===== config.mk =====
export PLATFORM = sky130hd
export DESIGN_NAME = sccb_reg_console
export DESIGN_NICKNAME = d
export VERILOG_FILES = /design/src/rtl/sccb_pkg.sv /design/src/rtl/btn_release_detect.sv /design/src/rtl/sccb_reg_console.sv
export SDC_FILE = /design/constraint.sdc
export NUM_CORES = 1
export LEC_CHECK = 0
export CAP_MARGIN = 40
export CORE_ASPECT_RATIO = 0.8
export CORE_MARGIN = 3
export CORE_UTILIZATION = 46
export DETAILED_ROUTE_END_ITERATION = 8
export MAX_ROUTING_LAYER = met4
export PLACE_DENSITY = 0.88
export SYNTH_ARGS = -nofsm -noshare
export SYNTH_HDL_FRONTEND = slang
export SYNTH_SLANG_ARGS = --single-unit

===== constraint.sdc =====
create_clock -name clk -period 2.5 [get_ports clk]
set_input_delay 0.625 -clock clk [delete_from_list [all_inputs] [get_ports clk]]
set_output_delay 0.625 -clock clk [all_outputs]
set_load 0.02 [all_outputs]

===== src/rtl/sccb_pkg.sv =====
// Shared definitions for the SCCB register console: FSM states,
// OV7670 device address and timeout counter sizing.
package sccb_pkg;

  typedef enum logic [2:0] {
    IDLE,
    W_CMD,
    W_ADDR,
    W_DATA,
    R_CMDW,
    R_ADDR,
    R_CMDR,
    R_DATA
  } state_t;

  localparam logic [6:0] OV7670_ADDR = 7'h21;

  // The counter only has to hold 0..limit-1, so clog2(limit) bits suffice.
  function automatic int cnt_width(input int limit);
    return (limit < 2) ? 1 : $clog2(limit);
  endfunction

endpackage


===== src/rtl/btn_release_detect.sv =====
// Single-cycle pulse on a 1-to-0 transition of a debounced button.
module btn_release_detect (
  input  logic clk,
  input  logic reset,
  input  logic btn,
  output logic rel_pulse
);

  logic hist_q;
  logic hist_d;

  always_comb begin
    hist_d    = btn;
    rel_pulse = hist_q & ~btn;
  end

  always_ff @(posedge clk) begin
    if (reset) begin
      hist_q <= 1'b0;
    end else begin
      hist_q <= hist_d;
    end
  end

endmodule


===== src/rtl/sccb_reg_console.sv =====
// Button-driven register console that issues SCCB (I2C) register
// writes and reads through an AXI-Stream style i2c master.
module sccb_reg_console
  import sccb_pkg::*;
#(
  parameter logic [6:0] DEV_ADDR    = OV7670_ADDR,
  parameter int         COARSE_STEP = 16,
  parameter logic [7:0] ADDR_INIT   = 8'h00,
  parameter int         TIMEOUT     = 1_000_000
) (
  input  logic       clk,
  input  logic       reset,
  input  logic       btn_l,
  input  logic       btn_r,
  input  logic       btn_u,
  input  logic       btn_d,
  input  logic       btn_c,
  input  logic       mode_read,
  input  logic [7:0] wr_data,
  output logic [7:0] reg_addr,
  output logic [7:0] rd_data,
  output logic       rd_valid,
  output logic       busy,
  output logic       err,
  output logic [6:0] s_axis_cmd_address,
  output logic       s_axis_cmd_start,
  output logic       s_axis_cmd_read,
  output logic       s_axis_cmd_write,
  output logic       s_axis_cmd_write_multiple,
  output logic       s_axis_cmd_stop,
  output logic       s_axis_cmd_valid,
  input  logic       s_axis_cmd_ready,
  output logic [7:0] s_axis_data_tdata,
  output logic       s_axis_data_tvalid,
  output logic       s_axis_data_tlast,
  input  logic       s_axis_data_tready,
  input  logic [7:0] m_axis_data_tdata,
  input  logic       m_axis_data_tvalid,
  input  logic       m_axis_data_tlast,
  output logic       m_axis_data_tready
);

  localparam int               CNT_W    = cnt_width(TIMEOUT);
  localparam logic [CNT_W-1:0] CNT_LAST = CNT_W'(TIMEOUT - 1);
  localparam logic [7:0]       STEP     = 8'(COARSE_STEP);

  logic [4:0] btn_vec;
  logic [4:0] evt;
  logic       evt_l, evt_r, evt_u, evt_d, evt_c;
  logic       unused_tlast;

  state_t           state_q, state_d;
  logic [CNT_W-1:0] cnt_q, cnt_d;
  logic [7:0]       reg_addr_q, reg_addr_d;
  logic [7:0]       lat_addr_q, lat_addr_d;
  logic [7:0]       lat_data_q, lat_data_d;
  logic [7:0]       rd_data_q, rd_data_d;
  logic             rd_valid_q, rd_valid_d;
  logic             err_q, err_d;
  logic             cmd_valid_q, cmd_valid_d;
  logic             cmd_read_q, cmd_read_d;
  logic             cmd_write_q, cmd_write_d;
  logic             cmd_wm_q, cmd_wm_d;
  logic [7:0]       tdata_q, tdata_d;
  logic             tvalid_q, tvalid_d;
  logic             tlast_q, tlast_d;
  logic             m_tready_q, m_tready_d;
  logic             cmd_hs, wr_hs, rd_hs, expired;

  assign btn_vec = {btn_c, btn_d, btn_u, btn_r, btn_l};

  for (genvar i = 0; i < 5; i++) begin : g_btn
    btn_release_detect u_det (
      .clk       (clk),
      .reset     (reset),
      .btn       (btn_vec[i]),
      .rel_pulse (evt[i])
    );
  end

  assign {evt_c, evt_d, evt_u, evt_r, evt_l} = evt;
  assign unused_tlast = m_axis_data_tlast;

  // Simultaneous events are summed; 8-bit arithmetic gives the wrap.
  always_comb begin
    reg_addr_d = reg_addr_q
               + {7'd0, evt_r} - {7'd0, evt_l}
               + (evt_u ? STEP : 8'd0) - (evt_d ? STEP : 8'd0);
  end

  always_comb begin
    state_d    = state_q;
    lat_addr_d = lat_addr_q;
    lat_data_d = lat_data_q;
    rd_data_d  = rd_data_q;
    rd_valid_d = rd_valid_q;
    err_d      = err_q;
    cmd_hs     = cmd_valid_q & s_axis_cmd_ready;
    wr_hs      = tvalid_q & s_axis_data_tready;
    rd_hs      = m_tready_q & m_axis_data_tvalid;
    expired    = (cnt_q == CNT_LAST);

    case (state_q)
      IDLE: begin
        if (evt_c) begin
          lat_addr_d = reg_addr_q;
          lat_data_d = wr_data;
          rd_valid_d = 1'b0;
          err_d      = 1'b0;
          state_d    = mode_read ? R_CMDW : W_CMD;
        end
      end
      W_CMD:  if (cmd_hs) state_d = W_ADDR; else if (expired) begin state_d = IDLE; err_d = 1'b1; end
      W_ADDR: if (wr_hs)  state_d = W_DATA; else if (expired) begin state_d = IDLE; err_d = 1'b1; end
      W_DATA: if (wr_hs)  state_d = IDLE;   else if (expired) begin state_d = IDLE; err_d = 1'b1; end
      R_CMDW: if (cmd_hs) state_d = R_ADDR; else if (expired) begin state_d = IDLE; err_d = 1'b1; end
      R_ADDR: if (wr_hs)  state_d = R_CMDR; else if (expired) begin state_d = IDLE; err_d = 1'b1; end
      R_CMDR: if (cmd_hs) state_d = R_DATA; else if (expired) begin state_d = IDLE; err_d = 1'b1; end
      R_DATA: begin
        if (rd_hs) begin
          rd_data_d  = m_axis_data_tdata;
          rd_valid_d = 1'b1;
          state_d    = IDLE;
        end else if (expired) begin
          state_d = IDLE;
          err_d   = 1'b1;
        end
      end
      default: state_d = IDLE;
    endcase
  end

  // Channel outputs are decoded from the next state so they come straight off flops.
  always_comb begin
    cmd_wm_d    = (state_d == W_CMD);
    cmd_write_d = (state_d == R_CMDW);
    cmd_read_d  = (state_d == R_CMDR);
    cmd_valid_d = cmd_wm_d | cmd_write_d | cmd_read_d;
    tvalid_d    = (state_d == W_ADDR) | (state_d == W_DATA) | (state_d == R_ADDR);
    tlast_d     = (state_d == W_DATA) | (state_d == R_ADDR);
    tdata_d     = (state_d == W_DATA) ? lat_data_d : lat_addr_d;
    m_tready_d  = (state_d == R_DATA);
    cnt_d       = cnt_q + 1'b1;
    if (state_d != state_q || state_q == IDLE) begin
      cnt_d = '0;
    end
  end

  always_ff @(posedge clk) begin
    if (reset) begin
      state_q     <= IDLE;
      cnt_q       <= '0;
      reg_addr_q  <= ADDR_INIT;
      lat_addr_q  <= 8'd0;
      lat_data_q  <= 8'd0;
      rd_data_q   <= 8'd0;
      rd_valid_q  <= 1'b0;
      err_q       <= 1'b0;
      cmd_valid_q <= 1'b0;
      cmd_read_q  <= 1'b0;
      cmd_write_q <= 1'b0;
      cmd_wm_q    <= 1'b0;
      tdata_q     <= 8'd0;
      tvalid_q    <= 1'b0;
      tlast_q     <= 1'b0;
      m_tready_q  <= 1'b0;
    end else begin
      state_q     <= state_d;
      cnt_q       <= cnt_d;
      reg_addr_q  <= reg_addr_d;
      lat_addr_q  <= lat_addr_d;
      lat_data_q  <= lat_data_d;
      rd_data_q   <= rd_data_d;
      rd_valid_q  <= rd_valid_d;
      err_q       <= err_d;
      cmd_valid_q <= cmd_valid_d;
      cmd_read_q  <= cmd_read_d;
      cmd_write_q <= cmd_write_d;
      cmd_wm_q    <= cmd_wm_d;
      tdata_q     <= tdata_d;
      tvalid_q    <= tvalid_d;
      tlast_q     <= tlast_d;
      m_tready_q  <= m_tready_d;
    end
  end

  assign reg_addr                  = reg_addr_q;
  assign rd_data                   = rd_data_q;
  assign rd_valid                  = rd_valid_q;
  assign busy                      = (state_q != IDLE);
  assign err                       = err_q;
  assign s_axis_cmd_address        = DEV_ADDR;
  assign s_axis_cmd_start          = cmd_valid_q;
  assign s_axis_cmd_stop           = cmd_valid_q;
  assign s_axis_cmd_read           = cmd_read_q;
  assign s_axis_cmd_write          = cmd_write_q;
  assign s_axis_cmd_write_multiple = cmd_wm_q;
  assign s_axis_cmd_valid          = cmd_valid_q;
  assign s_axis_data_tdata         = tdata_q;
  assign s_axis_data_tvalid        = tvalid_q;
  assign s_axis_data_tlast         = tlast_q;
  assign m_axis_data_tready        = m_tready_q;

endmodule


==> run metrics, run 1 <==
status finished, final reports clean; Hold Crit Class reg2reg; FF/Latch Area between 0.0015 and 0.002 sq mm; Synth area leader dfxtp_1; CORE AREA 0.00709 sq mm; final instance area 0.00459 sq mm; Worst Hold Launch rd_data[6]; sequential fraction of the synthesis area 44.7%; sw frac 29.2%; gr usage total ~21%; largest net degree at the start of global routing 22; Wirelength per Cell ~15 microns; Post-synth EDFFs 0; sequential share of power between 40% and 50%; vias per inst 5.46; vias in the first global route 2993; Pwr Density 686 mW/mm^2; CTS Hold Buffers Added 0; asr flop ratio synth 0%; Hold EP rd_data[6]; layout cells sized above 1 approximately 17%; global route overflow 0; Reg clk slew, reported paths 0.08 ns; Cell variety after synth 55; Worst path slowest cell clkdlybuf4s50_1; DRT antenna net count 0; Synth Area in Adders 5.29%; Reg2Reg Setup Slack 0.14 ns; post-synthesis simple-gate area fraction 24.6%; Cell Chain, Critical Path clkdlybuf4s50_1 > nor2b_1 > ha_1 > ha_1 > inv_1 > ha_4 > o21ai_2 > a21boi_2 > o21ai_2 > nand3_1 > nor3b_2; CP peak stage delay 0.42 ns; Worst path top cell family by delay adder cells; Final min period 2.47 ns; clk sinks 77; DRC violations left 0; Internal 2230 uW; placed instance area 0.00424 sq mm; Post-synth top flop dfxtp_1; reg-to-reg endpoint reg_addr[7]; Achievable Freq 405 MHz; Yosys reg bits slightly below 80; # diodes 0; synth top area cells dfxtp_1 45%, nand2_1 6.5%, a21oi_1 5.5%, ha_1 4.7%, nor2_1 3.5%; RR Startpoint g_btn[0].u_det.hist_q; initial antenna violation count 0; DP HPWL between 5000 and 6000 microns; number of buffers added on ports 62; nets 524; WL final 8840 microns; Reg2Reg Depth 13; Skew-Pair Late Insertion Delay about 0.34 ns; Synth Area in Compound Gates a little under an eighth; Worst-Margin Slew just over 0.7 ns; Final Max Tran Viols 0; CTS max path bufs 2; hold depth 2; area of the multi-input gates 0.00181 sq mm; first-pass GRT wire length 13800 microns; Cells after Synth 396; Root Driver clkbuf_8; Worst setup EP type flip-flop; power consumption between 3000 and 4000 uW; Clk network pwr share 30.1%; final-layout fill cell count just over 500; Final period util 98.7%; buffers and inverters on the worst path 2; CP required 2.73 ns; Die Ht around 83 microns; Area growth, synth to finish 33.0%; critical path class in2reg; syn_area_per_cell 8.72 sq um; clk_skew about 0.0067 ns; via count 3126; gpl congestion 0.904; MaxCap Viol Count 0; Hold Fails Final Rpt 0; Die Width 103 microns; Worst Path Max Fanout 2; row cnt 27; critical path arrival 2.69 ns; cell count along the critical path 11; htree depth 3; drt first pass iters 6; synthesized area approximately 0.0035 sq mm; switching pwr 919 uW; Leak roughly 0.0017 uW; Critical Path Start Type primary input; CTS tree yes; XOR/XNOR Fraction of Synth Area 5.33%; die area 0.00859 sq mm; CTS buffer count 9; I/O pin cnt 71; initial DRC count 182; Initial Utilization between 40% and 50%; largest family of logic cells by synthesized area simple AND/OR/NAND/NOR gates; max_slew headroom between 50% and 60%; post-synthesis mux area share ~2.6%; yosys warns 0; Comb pwr share 27.4%; Synth top area share 44.7%; VDD IR max approximately 0.49 mV; Setup Viol. Count Final 0
registers in the layout, summed over array words and instances, names as in the netlist:
name	count
cnt_q	20
lat_addr_q	8
lat_data_q	8
rd_data	8
reg_addr	8
s_axis_data_tdata	8
g_btn.u_det.hist_q	5
state_q	3
err	1
m_axis_data_tready	1
rd_valid	1
s_axis_cmd_read	1
s_axis_cmd_start	1
s_axis_cmd_write	1
s_axis_cmd_write_multiple	1
s_axis_data_tlast	1
s_axis_data_tvalid	1
synthesized netlist by cell type (all sizes together), types with 2 or more instances:
master / count
dfxtp: 77
nand2: 63
a21oi: 38
nor2: 33
inv: 20
nor2b: 14
buf: 13
ha: 13
xor2: 13
nor3: 11
nand4: 10
clkbuf: 9
nand3: 9
mux2: 8
xnor2: 8
and3: 6
o21ai: 5
nand2b: 4
nor4: 4
a31oi: 3
and2: 3
or3: 3
a21boi: 2
a311oi: 2
conb: 2
nand4b: 2
nor3b: 2
layout make-up:
type	instances	area share, %
tap	87	2.37
clock buffer	11	3.30
multi-input combinational	282	39.5
timing repair buffer	92	18.6
inverter	20	1.63
clock inverter	4	1.04
sequential	77	33.6
worst max path at each step:
stage / slack [ns] / to / startpoint
finish: 0.03 / reg_addr[7] / btn_d
global route: -0.07 / reg_addr[6] / btn_d
CTS: 0.03 / reg_addr[7] / btn_l
detailed placement: -0.68 / reg_addr[7] / btn_l
global placement: -0.55 / reg_addr[7] / btn_l
floorplan: 0.01 / reg_addr[7] / btn_l
layer usage:
| layer | track usage (%) | vias up | wire [microns] |
|---|---|---|---|
| li1 | - | 1497 | - |
| met1 | 25.6 | 1493 | 3770 |
| met2 | 33.0 | 118 | 4340 |
| met3 | 5.76 | 18 | 549 |
| met4 | 6.35 | 0 | 177 |
| met5 | - | - | 0 |
tightest hold or removal path: cells and delay by family (launching register included):
kind / cells / cell delay [ns]
compound gates: 1 / 0.05
flops: 1 / 0.32
simple gates: 1 / 0.05
cells in the final DEF (no fill, tap or decap), drive strengths merged, types with 4 or more instances in the layout:
cell type and instances:
nor2b 14, xor2 13, nor3 11, o21ai 5
ha 13, xnor2 8, nand2 63, nor2 33
nor4 4, conb 7, inv 20, nand3 9
clkdlybuf4s50 61, buf 30, dfxtp 77, nand4 10
clkbuf 12, and3 6, a21oi 38, nand2b 4
mux2 8
power groups by stage:
stage                     combinational, uW  sequential (uW)  clock (uW)
after global routing                    929             1350        1020
after CTS                               751             1330         963
final                                   861             1340         947
after global placement                  594             1360           0
after detailed placement                621             1360           0
after floorplan                         328             1400           0
cell families after synthesis:
family | after synthesis
AND/OR/NAND/NOR | 167
flip-flops | 77
AO/OA/AOI/OAI | 65
buffers and inverters | 42
XOR/XNOR | 21
adder cells (fa/ha/maj) | 14
multiplexers | 8
other | 2
metrics by stage:
stage	instances	setup WS, ns	TNS [ns]	util (%)	hold WS [ns]
global placement	548	-0.546	-6.02	59.7	0.439
detailed placement	548	-0.682	-7.00	59.7	0.450
global route	573	-0.0736	-0.148	64.7	0.487
CTS	570	0.0276	0	63.6	0.460
finish	573	0.0313	0	64.7	0.463
floorplan	401	0.0143	0	-	0.430
repair_timing:
| action | CTS | global route |
|---|---|---|
| pin swaps | 5 | 8 |
| buffers inserted | 7 | 3 |
| resized for setup | 10 | 14 |
| hold endpoints to repair | 0 | 0 |
| endpoints found under the setup margin | 2 | 6 |
| cloned | 0 | 0 |
(Power assumes the default switching activity.)
==> run 2, diff against run 1 <==
Settings changed: ABC_AREA from default to 1, CORE_UTILIZATION 46 to 47.
==> run metrics, run 2 <==
status finished, final reports clean; Post-synth top flop dfxtp_1; Post-synth EDFFs 0; register bank with the most flops cnt_q; syn_area_per_cell 7.80 sq um; CP startpoint btn_d; top cells by count, synth 77 x dfxtp_1, 76 x nor2_1, 65 x nand2_1; htree depth 3; Final period util 95.9%; most common cell in the netlist dfxtp_1; CTS Hold Buffers Added 0; synth top area cells dfxtp_1 41%, nor2_1 7.6%, nand2_1 6.5%, inv_1 6.3%, nor3_2 5.6%; MaxCap Viol Count 0; Pwr Density 653 mW/mm^2; clk_skew 0.0129 ns; CP required approximately 2.8 ns; Leak 0.00200 uW; Cells after Synth 481; max reg flops 20; nets just under 600; vias per inst 5.03; Setup Viol. Count Final 0; worst setup margin 0.103 ns; CORE AREA between 0.007 and 0.008 sq mm; initial antenna violation count 0; VDD IR max 0.512 mV; # diodes 0; Achievable Freq 417 MHz; Cell variety after synth 35; largest net degree at the start of global routing 24; Reg2Reg Setup Slack 0.29 ns; yosys warns 0; Synth top area share 41.1%; layout cells sized above 1 14.3%; via count 3299; Yosys reg bits just under 80; DRC violations left 0; critical path class in2reg; DRT antenna net count 0; sequential fraction of the synthesis area between 40% and 50%; Worst Path Max Fanout 3; Critical Path Start Type primary input; synthesized area between 0.003 and 0.004 sq mm; gr usage total 20.4%; Skew-Pair Late Insertion Delay 0.35 ns; Cell Chain, Critical Path clkdlybuf4s50_1 > nor2_1 > ha_1 > ha_1 > inv_1 > ha_4 > o21ai_1 > nand2_1 > buf_4 > buf_4 > o21ai_1 > a21oi_1; drt first pass iters 5; area of the multi-input gates 0.00187 sq mm; final core occ around 63%; Area growth, synth to finish 26.6%; initial DRC count 188; first-pass GRT wire length between 10000 and 15000 microns; global route overflow 0; Die Width around 110 microns; Hold Fails Final Rpt 0; RSZ-0062 raised after global routing true; CTS buffer count 9; CTS max path bufs 2; Initial Utilization 49.6%; critical path arrival around 2.6 ns; pre-CTS WS -0.599 ns; Root Driver clkbuf_8; vias in the first global route 3234; Worst path slowest cell clkdlybuf4s50_1; gpl congestion around 0.85; number of buffers added on ports 62; Worst Hold Launch err; asr flop ratio synth 0%; Worst setup EP type flip-flop; Final min period 2.40 ns; leading cell types in the layout, fill and taps excluded 76 x nor2_1, 76 x dfxtp_1, 65 x nand2_1; RR Startpoint g_btn[0].u_det.hist_q; CP peak stage delay between 0.4 and 0.5 ns; final-layout fill cell count 647; CTS tree yes; die area 0.00909 sq mm; Die Ht approximately 86 microns; DP HPWL 6370 microns; setup total negative slack 0 ns; clk sinks 77; Synth area leader dfxtp_1; I/O pin cnt 71; row cnt 28; FF/Latch Area 0.00154 sq mm; Reg clk slew, reported paths roughly 0.090 ns; power consumption 3100 uW; Hold Crit Class reg2reg; Final Max Tran Viols 0; Wirelength per Cell 13.2 microns; WL final 8680 microns
==> run 2: cell count changes after synthesis, moves of 8 or more <==
cell,previous run,this run
o21ai_0,5,19
nand3_1,8,21
nor3_2,1,21
mux2i_1,0,10
a21oi_1,38,25
mux2_2,8,0
inv_1,20,63
nor2_1,32,76
nor2b_1,14,0
==> run 2: path summary, 6_finish.rpt <==
kind	endpoint	cells after the start
worst max-delay path	reg_addr[5]	12
worst min-delay path	err	2
worst max register to register	reg_addr[7]	15
worst min register to register	err	2
==> run 2: critical path, delay by kind of cell <==
kind                       cells  cell delay, ns
buffers and inverters          4            0.85
and+or+nand+nor                2            0.14
AOI/OAI and AO/OA              3            0.23
adders and majority gates      3            0.80
==> run 2: through the flow <==
stage,instance area [sq um],hold WS [ns],instances
after floorplan,3770,0.434,486
after detailed placement,4470,0.456,638
after global placement,4470,0.442,638
after global routing,4750,0.497,656
after CTS,4700,0.469,656
final,4750,0.471,656
==> run 2: power by group <==
group          internal, uW  total [uW]  switching, uW
clock network           477         973            496
registers              1290        1340           45.0
logic                   354         788            434
==> run 2: area by class of cell <==
class                   instances  share of cell area (%)
multi-input cells             317                    39.4
flip-flops and latches         77                    32.5
well taps                     105                    2.77
clock buffers                   9                    2.61
inverters                      67                    5.30
repair buffers                 74                    15.7
clock inverters                 7                    1.69
==> run 2: cell families (layout without fill, tap and decap cells) <==
family	after synthesis	in the layout	synth area share (%)
mux	10	10	2.67
compound gates	52	52	7.34
other cells	2	7	0.200
buf+inv	92	157	11.0
fa+ha+maj	14	14	4.87
xor+xnor	17	17	3.97
simple gates	217	217	28.9
flops	77	77	41.1
==> run 2: what timing repair did <==
action,4_1_cts,5_1_grt
buffers inserted,2,0
setup endpoints to repair,1,3
gates cloned,0,0
resized for setup,4,11
pin swaps,5,9
==> run 2: layer usage <==
layer | wire (microns) | part of all wire, % | GRT usage, % | vias up
li1 | - | - | - | 1637
met1 | 3860 | 44 | 25.5 | 1536
met2 | 4140 | 48 | 33.4 | 110
met3 | 539 | 6.2 | 4.74 | 16
met4 | 140 | 1.6 | 5.88 | 0
met5 | 0 | 0 | - | -
